<file path="config.mk">
export PLATFORM = sky130hd
export DESIGN_NAME = fetch_unit
export DESIGN_NICKNAME = d
export VERILOG_FILES = /design/src/rtl/ctrl_pkg.sv /design/src/rtl/instr_buffer.sv /design/src/rtl/fetch_unit.sv
export SDC_FILE = /design/constraint.sdc
export NUM_CORES = 1
export LEC_CHECK = 0
export CAP_MARGIN = 10
export CORE_ASPECT_RATIO = 0.7
export CORE_MARGIN = 10
export CORE_UTILIZATION = 50
export CTS_CLUSTER_DIAMETER = 200
export DETAILED_ROUTE_END_ITERATION = 7
export PLACE_DENSITY = 0.81
export SYNTH_ARGS = -nofsm -noshare
export SYNTH_HDL_FRONTEND = slang
export SYNTH_HIERARCHICAL = 1
export SYNTH_SLANG_ARGS = --single-unit
</file>
<file path="constraint.sdc">
create_clock -name clk -period 4.9 [get_ports clk]
set_input_delay 0.735 -clock clk [delete_from_list [all_inputs] [get_ports clk]]
set_output_delay 0.735 -clock clk [all_outputs]
set_load 0.02 [all_outputs]
</file>
<file path="src/rtl/ctrl_pkg.sv">
// Control encodings shared between the fetch stage and the control unit.
// Also holds the branch/jump resolution rule so both sides agree on it.
package ctrl_pkg;

    localparam logic [1:0] BR_NONE  = 2'b00;
    localparam logic [1:0] BR_BNE   = 2'b10;
    localparam logic [1:0] BR_BEQ   = 2'b11;
    localparam logic [1:0] JMP_NONE = 2'b00;
    localparam logic [1:0] JMP_JAL  = 2'b10;
    localparam logic [1:0] JMP_JALR = 2'b11;

    // Jumps always redirect; a branch redirects when the zero flag matches BEQ/BNE sense.
    function automatic logic resolve_taken(input logic [1:0] br,
                                           input logic [1:0] jmp,
                                           input logic       zero);
        return jmp[1] | (br[1] & (zero == br[0]));
    endfunction

endpackage

</file>
<file path="src/rtl/instr_buffer.sv">
// Two-entry FIFO of {instr, pc} pairs between imem return and decode.
// Head is presented straight from the storage registers.
module instr_buffer #(
    parameter int W = 32
) (
    input  logic         clk,
    input  logic         rst,
    input  logic         push,
    input  logic [W-1:0] push_instr,
    input  logic [W-1:0] push_pc,
    input  logic         pop,
    input  logic         flush,
    output logic [1:0]   count,
    output logic         head_valid,
    output logic [W-1:0] head_instr,
    output logic [W-1:0] head_pc
);

    logic [W-1:0] instr_mem [2];
    logic [W-1:0] pc_mem    [2];
    logic         wr_ptr_reg;
    logic         rd_ptr_reg;
    logic [1:0]   count_reg;
    logic         pop_eff;

    assign pop_eff = pop & (count_reg != 2'd0);

    genvar gi;
    generate
        for (gi = 0; gi < 2; gi++) begin : g_entry
            always_ff @(posedge clk) begin
                if (rst) begin
                    instr_mem[gi] <= '0;
                    pc_mem[gi]    <= '0;
                end else if (push && !flush && (wr_ptr_reg == 1'(gi))) begin
                    instr_mem[gi] <= push_instr;
                    pc_mem[gi]    <= push_pc;
                end
            end
        end
    endgenerate

    always_ff @(posedge clk) begin
        if (rst || flush) begin
            wr_ptr_reg <= 1'b0;
            rd_ptr_reg <= 1'b0;
            count_reg  <= 2'd0;
        end else begin
            if (push)
                wr_ptr_reg <= ~wr_ptr_reg;
            if (pop_eff)
                rd_ptr_reg <= ~rd_ptr_reg;
            case ({push, pop_eff})
                2'b10:   count_reg <= count_reg + 2'd1;
                2'b01:   count_reg <= count_reg - 2'd1;
                default: count_reg <= count_reg;
            endcase
        end
    end

    // The fetch issue rule reserves a slot for every outstanding request.
    assert property (@(posedge clk) disable iff (rst)
        !(push && !flush && (count_reg == 2'd2)));

    assign count      = count_reg;
    assign head_valid = (count_reg != 2'd0);
    assign head_instr = instr_mem[rd_ptr_reg];
    assign head_pc    = pc_mem[rd_ptr_reg];

endmodule

</file>
<file path="src/rtl/fetch_unit.sv">
// Instruction fetch stage: owns the PC, issues imem reads, buffers returned
// words for decode and redirects on resolved branches/jumps from execute.
module fetch_unit
    import ctrl_pkg::*;
#(
    parameter int                    DATA_WIDTH = 32,
    parameter logic [DATA_WIDTH-1:0] RESET_PC   = '0
) (
    input  logic                  clk,
    input  logic                  rst,
    output logic                  imem_req,
    output logic [DATA_WIDTH-1:0] imem_addr,
    input  logic [DATA_WIDTH-1:0] imem_rdata,
    output logic [DATA_WIDTH-1:0] instr,
    output logic [DATA_WIDTH-1:0] instr_pc,
    output logic                  instr_valid,
    input  logic                  instr_ready,
    input  logic [1:0]            ex_branch,
    input  logic [1:0]            ex_jump,
    input  logic                  ex_zero,
    input  logic [DATA_WIDTH-1:0] ex_pc,
    input  logic [DATA_WIDTH-1:0] ex_imm,
    input  logic [DATA_WIDTH-1:0] ex_alu_result,
    output logic                  redirect,
    output logic [DATA_WIDTH-1:0] redirect_pc
);

    localparam logic [0:0] ST_BOOT = 1'b0;
    localparam logic [0:0] ST_RUN  = 1'b1;

    logic [0:0]            state_reg;
    logic [DATA_WIDTH-1:0] pc_reg;
    logic                  inflight_reg;
    logic [DATA_WIDTH-1:0] inflight_pc_reg;

    logic                  run;
    logic                  pop;
    logic                  push;
    logic [1:0]            count;
    logic [2:0]            occupancy;

    assign run = (state_reg == ST_RUN);
    assign redirect = run & resolve_taken(ex_branch, ex_jump, ex_zero);
    assign redirect_pc = (ex_jump == JMP_JALR) ? (ex_alu_result & ~DATA_WIDTH'(1))
                                               : (ex_pc + ex_imm);

    // Slots already spoken for: buffered words plus the word still in flight.
    assign pop       = instr_valid & instr_ready;
    assign occupancy = {1'b0, count} + {2'b00, inflight_reg} - {2'b00, pop};
    assign imem_req  = run & ~redirect & (occupancy < 3'd2);
    assign imem_addr = pc_reg;
    assign push      = inflight_reg & ~redirect;

    always_ff @(posedge clk) begin
        if (rst) begin
            state_reg       <= ST_BOOT;
            pc_reg          <= RESET_PC;
            inflight_reg    <= 1'b0;
            inflight_pc_reg <= '0;
        end else begin
            state_reg    <= ST_RUN;
            inflight_reg <= imem_req;
            if (imem_req)
                inflight_pc_reg <= pc_reg;
            if (redirect)
                pc_reg <= redirect_pc;
            else if (imem_req)
                pc_reg <= pc_reg + DATA_WIDTH'(4);
        end
    end

    instr_buffer #(
        .W (DATA_WIDTH)
    ) u_buf (
        .clk        (clk),
        .rst        (rst),
        .push       (push),
        .push_instr (imem_rdata),
        .push_pc    (inflight_pc_reg),
        .pop        (pop & ~redirect),
        .flush      (redirect),
        .count      (count),
        .head_valid (instr_valid),
        .head_instr (instr),
        .head_pc    (instr_pc)
    );

endmodule

</file>
=== After elaboration in Yosys (flattened, before gate mapping) ===
Memory sizes are Yosys's and may differ from the RTL's. A register that Yosys moved wholly into a read port is not among the register bits.
Cells that the tools add are included.

* Flip-flop bits (word level): 70
* Latch bits: 0
* Bits in writable memories: 128
* Bits in read-only memories: 0
* Bits of input ports: 136
* Output and inout port bits: 131
* Word-level logic and storage cells: 65
* Memories: 2

{| class="wikitable"
|+ Memories
! name !! depth !! width !! read ports !! clocked after Yosys merged registers in !! wr ports !! line !! RTL
|-
| u_buf.instr_mem || 2 || 32 || 1 || 1 || 2 || instr_buffer.sv:19 || <nowiki>logic [W-1:0] instr_mem [2];</nowiki>
|-
| u_buf.pc_mem || 2 || 32 || 1 || 1 || 2 || instr_buffer.sv:20 || <nowiki>logic [W-1:0] pc_mem [2];</nowiki>
|}

* $add $sub $neg: 6
* Multiply operators: 0
* Div/mod/pow operators: 0
* Magnitude comparators: 1
* Equal/unequal tests: 4
* Shift-type cells: 0
* Muxes and demuxes: 21
* Bitwise operators: 16
* Reduce and logical (&&, ||, !) cells: 8

{| class="wikitable"
|+ Operator list
! kind !! number
|-
| two-way mux 32 bit || 7
|-
| adder 32 x 3 -> 32 bit, second input constant || 1
|-
| adder 32 bit || 1
|-
| two-way mux 1 bit || 13
|-
| AND 1 bit || 8
|-
| nonzero test 2 bit || 3
|-
| bitwise OR 1 bit || 5
|-
| equality test 2 bit, second input constant || 2
|-
| one-hot mux 2 bit (2 select lines) || 1
|-
| adder 2 x 1 -> 3 bit || 1
|-
| logical AND 1 bit || 3
|-
| less-than comparator 3 x 2 -> 1 bit, second input constant || 1
|-
| inverter 1 bit || 3
|-
| subtractor 3 x 1 -> 3 bit || 1
|-
| adder 2 x 1 -> 2 bit, second input constant || 1
|-
| equality test 2 x 1 -> 1 bit, second input constant || 1
|-
| subtractor 2 x 1 -> 2 bit, second input constant || 1
|-
| equality test 1 bit || 1
|-
| logical NOT 1 bit || 1
|-
| logical OR 1 bit || 1
|}

=== Logic depth before layout (Yosys ltp) ===
* Depth after elaboration: 12
* Mapped depth: 16
* Gate-level depth less buffers: 15

=== Hierarchy ===
Netlist, hierarchy kept.

{| class="wikitable"
|+ By module, submodules not included
! module !! instances !! cells an instance !! area each (um2) !! seq. area each (um2)
|-
| instr_buffer || 1 || 381 || 5795.6 || 3943.8
|-
| fetch_unit || 1 || 731 || 5238.8 || 1321.3
|}

=== Worst setup path after synthesis ===
OpenSTA, ideal clock, no wires.

* Path type: input to register
* Start point: input ex_zero
* End point: memory u_buf.instr_mem[0][0], enable pin
* Library setup time: 0.421 ns
* Arrival: 3.614 ns
* Required time: 4.479 ns
* Slack: 0.865 ns
* Stages on the path: 10
* Buffers on the path: 3
* Cells stage by stage: xnor2_1 -> a21oi_1 -> nand2b_1 -> clkbuf_1 -> clkbuf_1 -> and2_1 -> inv_2 -> nor2_1 -> clkbuf_1 -> a21o_1

{| class="wikitable"
|+ RTL lines
! what !! line !! RTL
|-
| from (decl) || fetch_unit.sv:20 || <nowiki>input logic ex_zero,</nowiki>
|-
| to (decl) || instr_buffer.sv:19 ||
|}

=== Worst setup path in the final report ===
* Start point: input ex_pc[0]
* End point: output redirect_pc[18]

* Longest elaborated chain between the ends: 2

{| class="wikitable"
|+ RTL lines
! what !! line !! RTL
|-
| from (decl) || fetch_unit.sv:21 || <nowiki>input logic [DATA_WIDTH-1:0] ex_pc,</nowiki>
|-
| adder 32 bit || fetch_unit.sv:45 || <nowiki>: (ex_pc + ex_imm);</nowiki>
|-
| two-way mux 32 bit || fetch_unit.sv:44 || <nowiki>assign redirect_pc = (ex_jump == JMP_JALR) ? (ex_alu_result & ~DATA_WIDTH'(1))</nowiki>
|-
| to (decl) || fetch_unit.sv:25 || <nowiki>output logic [DATA_WIDTH-1:0] redirect_pc</nowiki>
|}

Every way passes these cells.

==> out/metrics.csv <==
stage,metric,value,unit
run_status,run status,finished clean,
clock_network,Root Driver,clkbuf_16,
pwr,power share of the sequential group,44.3,%
yosys,"EDFF count, synth",128,
clock_network,clock sink count,199,
clock_network,clock insertion delay at the later pin of the skew report,0.43,ns
placed_design,GP Congestion,0.9373,
layout,final core utilization,67.01,%
pwr,Net Sw Frac,30.40,%
floorplanning,CORE AREA,0.02168,mm²
global_routing,All-Layer GR Usage,23.30,%
worst_setup_path,arrival time at the worst endpoint,4.09,ns
drt,initial detailed-routing violation count,901,
worst_setup_path,Crit path top cell by count,clkdlybuf4s50_1,
layout,area grow syn2layout,31.65,%
sta,Pins Over Slew Limit,0,
drt,DR vias,9518,
clock_network,Post-CTS Setup Bufs,0,
clock_network,Clock Tree Buf Depth,2,
sta,Setup-failing EPs final,0,
worst_setup_path,slowest CP cell,clkdlybuf4s50_1,
global_routing,largest net degree at the start of global routing,129,
worst_setup_path,r2r endpoint,imem_addr[11]$_SDFFE_PP0P_,
pwr,clock share of power,31.7,%
pwr,P_int,2.999,mW
pwr,P per Cell Area,296.7,mW/mm²
worst_setup_path,critical-path cell list,clkdlybuf4s50_1 > ha_1 > inv_1 > fa_1 > nand2b_1 > a21oi_2 > o31ai_1 > o211a_1 > o21ai_0 > xnor2_1 > a21oi_1 > clkdlybuf4s50_1,
placed_design,hpwl dp,25070,µm
layout,share of cells above drive strength 1,11.47,%
drt,drt first pass iters,5,
layout,largest registers ranked by flip-flop count,"u_buf/instr_mem: 64 flops, u_buf/pc_mem: 64 flops",
layout,fill count,1661,
floorplanning,Die H,144.3,µm
drt,Vias/cell,5.797,
sta,RSZ-0062 raised after global routing,false,
sta,max frequency,207.2,MHz
drt,DR WL/cell,20.76,µm
yosys,synthesized area,0.01103,mm²
global_routing,total gr overflow,0,
sta,Final Cycle Share,98.48,%
yosys,post-synth net total,1284,
layout,design area,0.01453,mm²
layout,nets@finish,1519,
job,Max Cap Viol,0,
min_path,Hold WC Path Type,reg2reg,
yosys,Yosys reg bits,199,
worst_setup_path,CP Buf/Inv Count,3,
floorplanning,Starting Density,50.90,%
pwr,Logic pwr share,24.0,%
min_path,hold endpoint,inflight_pc_reg[14]$_SDFFE_PP0P_,
floorplanning,die area,0.02851,mm²
worst_setup_path,r2r worst-path depth,15,
placed_design,Placed Area,0.01391,mm²
sta,Hold WS,0.4625,ns
worst_setup_path,worst reg2reg startpoint,u_buf/count[1]$_SDFFE_PP0P_,
clock_network,CTS tree,done,
worst_setup_path,crit path max fanout,3,
layout,"most common cell after layout, fill and taps aside",clkdlybuf4s50_1,
yosys,async set-reset flop share out of synthesis,0,%
drt,DRC,0,
global_routing,initial antenna violation count,0,
layout,"commonest non-fill, non-tap cells in the layout","clkdlybuf4s50_1 (262), nand2_1 (139), and3_1 (139)",
worst_setup_path,CP startpoint kind,primary input,
pwr,maximum VDD drop,0.0002718,V
layout,# diodes,0,
sta,final hold vios,0,
sta,setup TNS,0,ns
yosys,Post-Syn Area per Cell,9.923,µm²
yosys,Synth Instances,1112,
worst_setup_path,endpoint class of the critical path,primary output,
floorplanning,# rows,45,
clock_network,hold buffers post-CTS,0,
global_routing,first-pass GRT wire length,52270,µm
worst_setup_path,Critical Path RT,4.16,ns
floorplanning,Die X,197.6,µm
min_path,Hold Crit Depth,2,
yosys,yosys warns,6,
worst_setup_path,cell family with most CP delay,compound AO/OA/AOI/OAI gates,
global_routing,vias in the first global route,9156,
floorplanning,I/O pins,267,
min_path,worst min-delay path startpoint,inflight_pc_reg[14]$_SDFFE_PP0P_,
sta,Clock Skews,0.01421,ns
drt,final WL,34090,µm
drt,Routed Antenna Nets,0,
clock_network,H-Tree Level Count,4,
pwr,total power,4.309,mW
pwr,Leak,5.905,nW
sta,post-layout min period,4.826,ns
clock_network,clock transition at the registers of the reported paths,0.08,ns
clock_network,CTS Buf Count,17,
worst_setup_path,max incr delay on CP,0.69,ns
sta,relative slew slack,35.42,%
worst_setup_path,Setup CP Type,in2out,
placed_design,Port Buffers,265,
sta,Slew @ Worst Pin,0.9687,ns
yosys,distinct cell type count after synthesis,68,
yosys,ys flop type,edfxtp_1,
yosys,register area share after synthesis,47.72,%
pwr,sw power,1.310,mW
worst_setup_path,R2R setup slack,1.19,ns
-- cell families (layout without fill, tap and decap cells) --
family / after synthesis / after routing / share of synthesized area [%]
adder cells (fa/ha/maj): 36 / 36 / 4.218
XOR/XNOR: 31 / 31 / 2.461
multiplexers: 82 / 82 / 8.209
AND/OR/NAND/NOR: 440 / 440 / 20.29
AO/OA/AOI/OAI: 223 / 223 / 12.77
flip-flops: 199 / 199 / 47.72
buffers and inverters: 101 / 349 / 4.343
-- per-layer routing --
metal | share of wire (%) | routed length (µm) | vias to the layer above | GRT usage, %
li1 | - | - | 4545 | -
met1 | 44 | 14950 | 4511 | 31.68
met2 | 45 | 15370 | 428 | 36.39
met3 | 9.1 | 3087 | 34 | 5.734
met4 | 2.0 | 687 | 0 | 6.129
met5 | 0 | 0 | - | 0
-- how the worst max path moves through the flow --
stage | from | to | slack, ns | cells after the start
6_report | ex_pc[0] | redirect_pc[18] | 0.07 | 12
5_1_grt | ex_pc[0] | redirect_pc[16] | 0.0005 | 12
4_1_cts | ex_pc[0] | redirect_pc[30] | 0.04 | 14
3_5_place_dp | ex_pc[0] | redirect_pc[30] | 0.06 | 14
3_3_place_gp | ex_pc[0] | redirect_pc[30] | 0.16 | 14
2_1_floorplan | ex_zero | u_buf/instr_mem[0][0]$_SDFFCE_PN0P_ | 0.86 | 10
-- power by group through the flow --
stage | Sequential (mW) | Combinational, mW | Clock (mW)
3_3_place_gp | 1.94 | 1.02 | 0
4_1_cts | 1.91 | 1.03 | 1.38
3_5_place_dp | 1.94 | 1.02 | 0
5_1_grt | 1.92 | 1.10 | 1.45
2_1_floorplan | 1.96 | 0.508 | 0
6_report | 1.91 | 1.04 | 1.37
-- worst min-delay path, stage by stage (launching register included) --
cell and delay [ns]:
dfxtp_1 0.32, nand2_1 0.05, a21oi_1 0.05
-- area by class of cell --
type                            count  area [µm²]  area share [%]
Timing Repair Buffer              296        2910           20.03
Tap cell                          282       352.8           2.429
Clock inverter                     14       158.9           1.094
Multi-Input combinational cell    812        5330           36.69
Sequential cell                   199        5266           36.25
Clock buffer                       18       429.2           2.954
Inverter                           21       78.83          0.5426
-- metrics by stage --
stage               setup WS (ns)  cells
floorplan                  0.8649   1112
global placement           0.1588   1610
detailed placement        0.05930   1610
CTS                       0.03683   1642
global route            0.0004849   1642
finish                    0.07438   1642
-- Yosys cell counts (17+ instances only) --
library cell  number  area [µm²]
buf_2             17       85.08
a21oi_1           92       460.4
and3_1           139       869.6
mux2_2            68       765.7
dfxtp_1           71        1421
clkbuf_2          18       90.09
clkbuf_1          27       101.4
o21ai_0           33       165.2
nor2_1            59       221.5
edfxtp_1         128        3844
inv_1             19       71.32
xnor2_1           19       166.4
ha_1              34       425.4
a21o_1            19       142.6
nand3_1           28       140.1
nand2_1          139       521.8
-- repair_timing --
item	in CTS	in global routing
gates resized for setup	0	6
endpoints found under the setup margin	0	5
hold endpoints to repair	0	0
Power figures use the tool's default switching activity.
==> variant (same settings) <==
Change the parameter `DATA_WIDTH` from 32 to 28.
--- a/src/rtl/fetch_unit.sv
+++ b/src/rtl/fetch_unit.sv
@@ -5,3 +5,3 @@
 #(
-    parameter int                    DATA_WIDTH = 32,
+    parameter int                    DATA_WIDTH = 28,
     parameter logic [DATA_WIDTH-1:0] RESET_PC   = '0
Interface: changed (8 resized); port bits go from 267 to 235. No check against the original RTL was run, so the function may have changed too.
==> variant against the original RTL <==
Maximum frequency rose by 3.1%. Highest routed layer unchanged. Cell area down 12%. Sequential power decreased by 12%. Total power decreased by 8.9%. First-iteration DRC count shrank 4.6%. Critical endpoint is now redirect_pc[27]. Sequential cell count shrank 24. Area after synthesis fell by 12%. Non-clock buffer count is 37 lower. Routed wire length down 12%. Worst setup slack better by 140 ps.
==> variant: results (changes against the original RTL) <==
[metrics] number of I/O port buffers: 233 (-12%)
[metrics] global routing usage on met3: 5.44% (-0.29 points)
[metrics] post-detailed-route wirelength per cell: 20.5 microns (-1.5%)
[metrics] most frequent cells after synthesis: sky130_fd_sc_hd__nand2_1, sky130_fd_sc_hd__and3_1, sky130_fd_sc_hd__edfxtp_1
[metrics] leakage power total: 5.11 nW (-13%)
[metrics] largest buffer count on any clock path: 2 (unchanged)
[metrics] start point of the critical path: ex_imm[6]
[metrics] global placer's final weighted congestion: 0.948 (+1.1%)
[metrics] share of final-layout standard cells stronger than drive strength 1: 11.0% (-0.44 points)
[metrics] count of flip-flops with a built-in enable after synthesis: 112 (-13%)
[metrics] biggest regs: u_buf/instr_mem x56, u_buf/pc_mem x56
[metrics] Max-slew headroom: 47.4% (+12 points)
[metrics] via count of the first global-routing pass: 8147 (-11%)
[metrics] count of unique library cells instantiated by Yosys: 67 (-1.5%)
[metrics] maximum number of pins on one net before global-route repair: 61 (-53%)
[metrics] sequential share of the synthesized area: 47.5% (-0.20 points)
[metrics] CTS clock-pin slew for the worst setup and hold paths: 60 ps (-20 ps)
[metrics] Largest delay share family, worst path: buffers and inverters
[metrics] global routing usage summed across all routing layers: 22.6% (-0.74 points)
[metrics] peak supply drop: 0.238 mV (-12%)
[metrics] Worst Hold Launch: inflight_pc_reg[3]$_SDFFE_PP0P_
[metrics] via count: 8536 (-10%)
[metrics] biggest area contributors in the synthesized netlist: sky130_fd_sc_hd__edfxtp_1, sky130_fd_sc_hd__dfxtp_1, sky130_fd_sc_hd__and3_1
[metrics] FF-to-FF setup slack: 1110 ps (-80 ps)
[metrics] final-stage net count: 1336 (-12%)
[metrics] first-pass GRT wire length: 46000 microns (-12%)
[metrics] n_diodes: 0 (unchanged)
[metrics] post-placement cell area: 12200 sq um (-12%)
[metrics] outcome: finished, final reports clean
[metrics] count of filler cells inserted in the layout: 1504 (-9.5%)
[metrics] worst stage delay on the critical path: 720 ps (+30 ps)
[metrics] Setup Skew: 9.29 ps (-4.91 ps)
[metrics] Crit Path Max Fanout: 8 (+5)
[metrics] met2 track utilization from global routing: 36.6% (+0.23 points)
[metrics] Synthesized Nets: 1126 (-12%)
[metrics] number of DRC markers in iteration 0: 860 (-4.6%)
[metrics] DPL Wire Length: 22100 microns (-12%)
## variant: cell count changes after synthesis, moves of 9 or more
cell | before | now
sky130_fd_sc_hd__a21oi_1 | 92 | 75
sky130_fd_sc_hd__edfxtp_1 | 128 | 112
sky130_fd_sc_hd__a21o_1 | 19 | 7
sky130_fd_sc_hd__and3_1 | 139 | 118
sky130_fd_sc_hd__buf_6 | 1 | 11
sky130_fd_sc_hd__mux2_2 | 68 | 58
sky130_fd_sc_hd__o22ai_1 | 0 | 11
sky130_fd_sc_hd__nor2_1 | 59 | 38
sky130_fd_sc_hd__clkbuf_2 | 18 | 0
sky130_fd_sc_hd__buf_4 | 13 | 4
## variant: path summary, 6_finish.rpt
kind	end	depth (start not counted)
setup / recovery	redirect_pc[27]	9
hold / removal	inflight_pc_reg[3]$_SDFFE_PP0P_	2
setup reg to reg	imem_addr[27]$_SDFFE_PP0P_	14
hold reg to reg	inflight_pc_reg[3]$_SDFFE_PP0P_	2
## variant: power by group
group          internal [mW]  leakage (nW)  switching, mW
Sequential              1.63          1.67         0.0520
Combinational          0.407          3.17          0.521
Clock                  0.751         0.278          0.562
Total                   2.79          5.11           1.14
## variant: per-stage QoR
step	total power [mW]	hold slack, ps	utilization (%)	setup slack, ps	std cells
after floorplan	2.18	440	-	1010	974
after detailed placement	2.63	455	64.3	284	1429
after global routing	4.06	486	67.2	29.5	1461
after CTS	3.93	464	67.2	280	1461
after global placement	2.62	448	64.3	278	1429
final	3.92	465	67.2	219	1461
## variant: per-layer routing
layer,share of wire (%),wire [microns],vias up
li1,-,-,4027
met1,43,12900,4094
met2,47,14000,387
met3,8.7,2590,28
met4,1.4,433,0
met5,0,0,-
## variant: logic make-up (layout without fill, tap and decap cells)
group,after synthesis,count (layout),synth area share (%)
AO/OA/AOI/OAI,195,195,12.8
adder cells (fa/ha/maj),32,32,4.27
XOR/XNOR,34,34,3.06
multiplexers,68,68,7.74
buffers and inverters,82,305,4.36
flip-flops,175,175,47.5
AND/OR/NAND/NOR,388,388,20.2
## variant: area by class of cell
class | instances | area share [%]
well taps | 264 | 2.58
clock buffers | 18 | 3.35
inverters | 14 | 0.411
flip-flops and latches | 175 | 36.2
clock inverters | 14 | 1.10
repair buffers | 259 | 19.7
multi-input cells | 717 | 36.7
